`config.mk`:
```
export PLATFORM = sky130hd
export DESIGN_NAME = busca_instrucao
export DESIGN_NICKNAME = d
export VERILOG_FILES = /design/src/rtl/busca_pkg.sv /design/src/rtl/fila_busca.sv /design/src/rtl/busca_instrucao.sv
export SDC_FILE = /design/constraint.sdc
export NUM_CORES = 1
export LEC_CHECK = 0
export ABC_AREA = 0
export BUFFER_PORTS_ARGS = -buffer_cell sky130_fd_sc_hd__buf_2
export CAP_MARGIN = 0
export CORE_MARGIN = 4
export CORE_UTILIZATION = 57
export CTS_BUF_LIST = sky130_fd_sc_hd__clkbuf_8
export CTS_CLUSTER_SIZE = 14
export DETAILED_ROUTE_END_ITERATION = 16
export GPL_TIMING_DRIVEN = 0
export PLACE_DENSITY = 0.82
export RECOVER_POWER = 25
export SKIP_CTS_REPAIR_TIMING = 1
export SLEW_MARGIN = 5
export SYNTH_ARGS = -nofsm -noshare
export SYNTH_HDL_FRONTEND = slang
export SYNTH_SLANG_ARGS = --single-unit
```
`constraint.sdc`:
```
create_clock -name clk -period 2.7 [get_ports clk]
set_input_delay 0.54 -clock clk [delete_from_list [all_inputs] [get_ports clk]]
set_output_delay 0.54 -clock clk [all_outputs]
set_load 0.1 [all_outputs]
```
`src/rtl/busca_pkg.sv`:
```
`default_nettype none
// ============================================================================
//  Module      : busca_pkg
//  Description : Shared constants and types for the instruction fetch unit:
//                PC increment, prefetch buffer depth, buffer entry layout
//                and buffer occupancy states.
//  Revision    : 1.0 - initial release
// ============================================================================
package busca_pkg;

  localparam int PC_INC     = 4;   // bytes per instruction word
  localparam int FILA_DEPTH = 2;   // prefetch buffer entries

  localparam int ENTRY_PC_W    = 32;
  localparam int ENTRY_INSTR_W = 32;

  // One prefetched instruction together with the byte PC it came from.
  typedef struct packed {
    logic [ENTRY_PC_W-1:0]    pc;
    logic [ENTRY_INSTR_W-1:0] instr;
  } entry_t;

  // Prefetch buffer occupancy.
  typedef enum logic [1:0] {
    EMPTY = 2'd0,
    ONE   = 2'd1,
    FULL  = 2'd2
  } ocup_t;

endpackage : busca_pkg
`default_nettype wire

```
`src/rtl/fila_busca.sv`:
```
`default_nettype none
// ============================================================================
//  Module      : fila_busca
//  Description : Two-entry prefetch FIFO holding {pc, instr} pairs toward
//                decode. Flush empties the buffer; the head registers keep
//                their last value while empty.
//  Revision    : 1.0 - initial release
//
//  Ports
//    clk          : clock, rising edge
//    rst_n        : synchronous active-low reset
//    i_push       : enqueue {i_pc, i_instr} (never asserted when FULL w/o pop)
//    i_pop        : head consumed this cycle
//    i_flush      : drop all entries (wins over push/pop)
//    i_pc/i_instr : entry to enqueue
//    o_valid      : head valid (registered)
//    o_pc/o_instr : head entry
//    o_state      : occupancy state
// ============================================================================
module fila_busca
  import busca_pkg::*;
#(
  parameter int PC_W    = 32,
  parameter int INSTR_W = 32
) (
  input  logic               clk,
  input  logic               rst_n,
  input  logic               i_push,
  input  logic               i_pop,
  input  logic               i_flush,
  input  logic [PC_W-1:0]    i_pc,
  input  logic [INSTR_W-1:0] i_instr,
  output logic               o_valid,
  output logic [PC_W-1:0]    o_pc,
  output logic [INSTR_W-1:0] o_instr,
  output ocup_t              o_state
);

  ocup_t              r_state;
  logic               r_valid;
  logic [PC_W-1:0]    r_head_pc;
  logic [INSTR_W-1:0] r_head_instr;
  logic [PC_W-1:0]    r_tail_pc;
  logic [INSTR_W-1:0] r_tail_instr;

  // Head is always slot 0; the second entry shifts into the head on pop.
  always_ff @(posedge clk) begin
    if (!rst_n) begin
      r_state      <= EMPTY;
      r_valid      <= 1'b0;
      r_head_pc    <= '0;
      r_head_instr <= '0;
      r_tail_pc    <= '0;
      r_tail_instr <= '0;
    end else if (i_flush) begin
      r_state <= EMPTY;
      r_valid <= 1'b0;
    end else begin
      case (r_state)
        EMPTY: begin
          if (i_push) begin
            r_head_pc    <= i_pc;
            r_head_instr <= i_instr;
            r_state      <= ONE;
            r_valid      <= 1'b1;
          end
        end
        ONE: begin
          case ({i_push, i_pop})
            2'b10: begin
              r_tail_pc    <= i_pc;
              r_tail_instr <= i_instr;
              r_state      <= FULL;
            end
            2'b01: begin
              r_state <= EMPTY;
              r_valid <= 1'b0;
            end
            2'b11: begin
              r_head_pc    <= i_pc;
              r_head_instr <= i_instr;
            end
            default: ;
          endcase
        end
        FULL: begin
          if (i_pop) begin
            r_head_pc    <= r_tail_pc;
            r_head_instr <= r_tail_instr;
            if (i_push) begin
              r_tail_pc    <= i_pc;
              r_tail_instr <= i_instr;
            end else begin
              r_state <= ONE;
            end
          end
        end
        default: begin
          r_state <= EMPTY;
          r_valid <= 1'b0;
        end
      endcase
    end
  end

  assign o_valid = r_valid;
  assign o_pc    = r_head_pc;
  assign o_instr = r_head_instr;
  assign o_state = r_state;

endmodule : fila_busca
`default_nettype wire

```
`src/rtl/busca_instrucao.sv`:
```
`default_nettype none
// ============================================================================
//  Module      : busca_instrucao
//  Description : Instruction fetch unit. Holds the fetch PC, addresses the
//                instruction memory, and queues fetched words with their PC
//                in a 2-entry prefetch buffer. Execute-stage redirects flush
//                the buffer and reload the fetch PC.
//  Config macro: BUSCA_ALIGN_CHECK_EN - when defined, a misaligned redirect
//                raises the sticky misalign output and halts fetch; when
//                undefined, redirect targets are forced word-aligned and the
//                misalign port does not exist.
//  Revision    : 1.0 - initial release
//
//  Ports
//    clk, rst_n      : clock, synchronous active-low reset
//    endr            : memory word address = fetch_pc[ENDR_W+1:2]
//    dout            : memory read data (combinational from endr)
//    redirect        : taken branch/jump this cycle
//    redirect_pc     : redirect target byte address
//    instr_valid     : buffer head valid
//    instr, instr_pc : buffer head instruction and its byte PC
//    instr_ready     : decode accepts head this cycle
//    misalign        : sticky misaligned-redirect flag (macro only)
// ============================================================================
module busca_instrucao
  import busca_pkg::*;
#(
  parameter int              PC_W     = 32,
  parameter int              ENDR_W   = 5,
  parameter int              INSTR_W  = 32,
  parameter logic [PC_W-1:0] RESET_PC = PC_W'(4)
) (
  input  logic               clk,
  input  logic               rst_n,
  output logic [ENDR_W-1:0]  endr,
  input  logic [INSTR_W-1:0] dout,
  input  logic               redirect,
  input  logic [PC_W-1:0]    redirect_pc,
  output logic               instr_valid,
  output logic [INSTR_W-1:0] instr,
  output logic [PC_W-1:0]    instr_pc,
  input  logic               instr_ready
`ifdef BUSCA_ALIGN_CHECK_EN
  ,
  output logic               misalign
`endif
);

  logic [PC_W-1:0] r_fetch_pc;
  logic            w_pop;
  logic            w_push;
  logic            w_halt;
  ocup_t           w_state;

`ifdef BUSCA_ALIGN_CHECK_EN
  logic r_misalign;
  assign w_halt   = r_misalign;
  assign misalign = r_misalign;
`else
  assign w_halt = 1'b0;
`endif

  assign endr   = r_fetch_pc[ENDR_W+1:2];
  assign w_pop  = instr_valid && instr_ready;
  // A slot freed by this cycle's pop can be refilled in the same cycle.
  assign w_push = !redirect && !w_halt && ((w_state != FULL) || w_pop);

  always_ff @(posedge clk) begin
    if (!rst_n) begin
      r_fetch_pc <= RESET_PC;
`ifdef BUSCA_ALIGN_CHECK_EN
      r_misalign <= 1'b0;
`endif
    end else if (redirect) begin
`ifdef BUSCA_ALIGN_CHECK_EN
      r_fetch_pc <= redirect_pc;
      if (redirect_pc[1:0] != 2'b00) begin
        r_misalign <= 1'b1;
      end
`else
      r_fetch_pc <= redirect_pc & ~PC_W'(3);
`endif
    end else if (w_push) begin
      r_fetch_pc <= r_fetch_pc + PC_W'(PC_INC);
    end
  end

  fila_busca #(
    .PC_W    (PC_W),
    .INSTR_W (INSTR_W)
  ) u_fila (
    .clk     (clk),
    .rst_n   (rst_n),
    .i_push  (w_push),
    .i_pop   (w_pop),
    .i_flush (redirect),
    .i_pc    (r_fetch_pc),
    .i_instr (dout),
    .o_valid (instr_valid),
    .o_pc    (instr_pc),
    .o_instr (instr),
    .o_state (w_state)
  );

endmodule : busca_instrucao
`default_nettype wire
```
==> out/qor.txt <==
Residual DRC -> 0
Crit path max-delay family -> buffers and inverters
Buffers added on ports -> 132
CTS Buf Count -> 17
Crit path largest cell delay -> 520 ps
CP Data Required Time -> 3100 ps
Vias per cell -> 5.71
Drt initial violations -> 535
Yosys reg bits -> 157
Worst slew margin -> 19.5%
Row cnt -> 40
Final net count -> 1,021
ANT nets after route -> 0
FF-to-FF End -> u_fila.o_pc[22]
Number of detailed-route iterations in the first pass -> 5
CP max stage cell -> a211oi_2
Antenna violations before repair -> 1
Final min period -> 2520 ps
Largest net degree at the start of global routing -> 17
Worst VDD drop -> 501 uV
Final hold slack -> 317 ps
CTS tree -> yes
ANT cells -> 0
EDFF count, synth -> 0
PwrDens -> 674 nW/um2
Final Power -> 5.62 mW
Clock Skews -> 10.1 ps
Clock slew at reported path FFs -> 80 ps
Syn-to-layout area delta -> 17.1%
Synth Instances -> 796
RR Startpoint -> u_fila.o_state[0]
Total wire length -> 18,300 um
Fin. Hold Viols -> 0
Core Footprint -> 12,100 um2
DIE AREA -> 14,300 um2
GRT Util Overall -> 25.4%
Clock buffer depth -> 2
Critical Path Sink Type -> flop
Unrepaired setup endpoints after global routing -> no
Critical path class -> flop to flop
CP bufs+invs -> 4
Htree depth -> 4
Worst Setup SP -> u_fila.o_state[0]
CP Cell Sequence -> inv_1, ha_1, clkbuf_1, or2_1, a211oi_2, buf_2, buf_2, o211a_1
Worst-path fanout max -> 10
Via count -> 6,447
Clock latency on the worst-skew pair -> 460 ps
Dpl hpwl -> 12,900 um
Io pins -> 138
Grt total ovfl -> 0
Arr. time, crit path -> 2930 ps
Post-synth cell types -> 41
Die Height -> 120 um
Worst hold stages -> 2
Number of global-route vias before repair -> 6,066
Setup TNS -> 0 ps
Register area share after synthesis -> 44.2%
Die span in x -> 120 um
Hold Path Class -> input pin to flop
Max_cap viols -> 0
Sink Count -> 157
Register-to-register setup slack -> 180 ps
Period utilization -> 93.5%
Syn avg cell area -> 8.94 um2
Dominant synthesized flop cell -> dfxtp_1
WL per Instance -> 16.2 um
Hold_sp -> redirect_pc[3]
Hold Path End -> r_fetch_pc[3]
Layout cell share with drive strength beyond 1 -> 15.3%
Final Max Slew Viols -> 0
Worst slew pin tran -> 1210 ps
CTS Root Cell -> clkbuf_8
Post-synthesis async set-or-reset flop share -> 0%
Initial Util -> 58.8%
Fmax -> 0.396 GHz
Startpoint types -> flop
Finish-stage setup viols -> 0
Status -> finished clean
Post-synth design cell area -> 7120 um2
Leak pwr -> 3.58 nW
Ys Warns -> 0
Most frequent CP cell -> buf_2
Routability cong. -> 0.911
R2R cell count -> 8
First-pass GRT wire length -> 29,700 um
Fillers -> 1,042
==> layout by cell type (no fill, tap or decap), types with 18 or more instances in the layout <==
master,Yosys,final
a21boi_0,43,43
a21boi_1,19,19
a31oi_1,18,18
buf_2,22,101
clkbuf_1,42,94
clkbuf_8,0,19
dfxtp_1,157,157
mux2i_1,60,60
nand2_1,204,204
nand3_1,20,20
o211a_1,64,64
o21ai_0,33,33
==> layout make-up <==
class | count | area (um2) | area share, %
Buffer | 73 | 340 | 4.08
Timing Repair Buffer | 132 | 594 | 7.13
Sequential cell | 157 | 3140 | 37.7
Clock buffer | 19 | 262 | 3.14
Tap cell | 168 | 210 | 2.52
Inverter | 6 | 22.5 | 0.270
Multi-Input combinational cell | 561 | 3620 | 43.4
Clock inverter | 13 | 149 | 1.79
==> flip-flops by register name (all words and copies together) (netlist names) <==
signal	flops
r_fetch_pc	30
u_fila.r_tail_pc	30
u_fila.o_valid	1
u_fila.o_instr	32
u_fila.o_pc	30
u_fila.o_state	2
u_fila.r_tail_instr	32
==> cell families after synthesis <==
kind of cell | synth area share, %
and+or+nand+nor | 17.5
AOI/OAI and AO/OA | 23.0
DFF | 44.2
buffers and inverters | 5.08
muxes | 8.44
xor gates and xnor gates | 0.861
adders and majority gates | 0.879
other | 0.0527
==> report_power, final <==
part           switching, mW  total, mW  internal, mW
Sequential             0.115       2.57          2.45
Combinational          0.977       1.24         0.267
Clock                  0.860       1.81         0.950
==> per-layer routing <==
| layer | wire length (um) | up-vias | GRT usage, % |
|---|---|---|---|
| li1 | - | 3125 | - |
| met1 | 8390 | 3065 | 33.9 |
| met2 | 8360 | 213 | 40.6 |
| met3 | 1100 | 42 | 5.66 |
| met4 | 414 | 2 | 9.23 |
| met5 | 7 | - | 0 |
==> cell usage after synthesis (5+ instances only) <==
cell type	number	area (um2)
a21boi_0	43	323
a21boi_1	19	143
a21oi_1	8	40.0
a31oi_1	18	113
and3_1	8	50.1
buf_2	22	110
buf_4	8	60.1
clkbuf_1	42	158
dfxtp_1	157	3140
ha_1	5	62.6
inv_1	6	22.5
mux2i_1	60	601
nand2_1	204	766
nand3_1	20	100
nand4_1	5	31.3
o211a_1	64	641
o21ai_0	33	165
o31ai_1	13	97.6
or3_1	8	50.1
or4_1	15	113
==> per-stage QoR <==
step                instances  worst slack (ps)  instance area, um2  utilization (%)
floorplan                 797               380                7120                -
global placement         1097               216                7990             66.0
detailed placement       1097               140                7990             66.0
CTS                      1129               127                8400             69.4
global route             1129             0.421                8340             68.8
finish                   1129               175                8340             68.8
==> how the worst max path moves through the flow <==
stage,cells past startpoint,slack (ps),to
floorplan,6,380,u_fila.r_tail_instr[10]
global placement,8,220,u_fila.o_pc[18]
detailed placement,8,140,u_fila.o_pc[13]
CTS,8,130,u_fila.o_pc[19]
global route,8,0.4,u_fila.o_pc[16]
finish,8,180,u_fila.o_pc[22]
(Power assumes the default switching activity.)
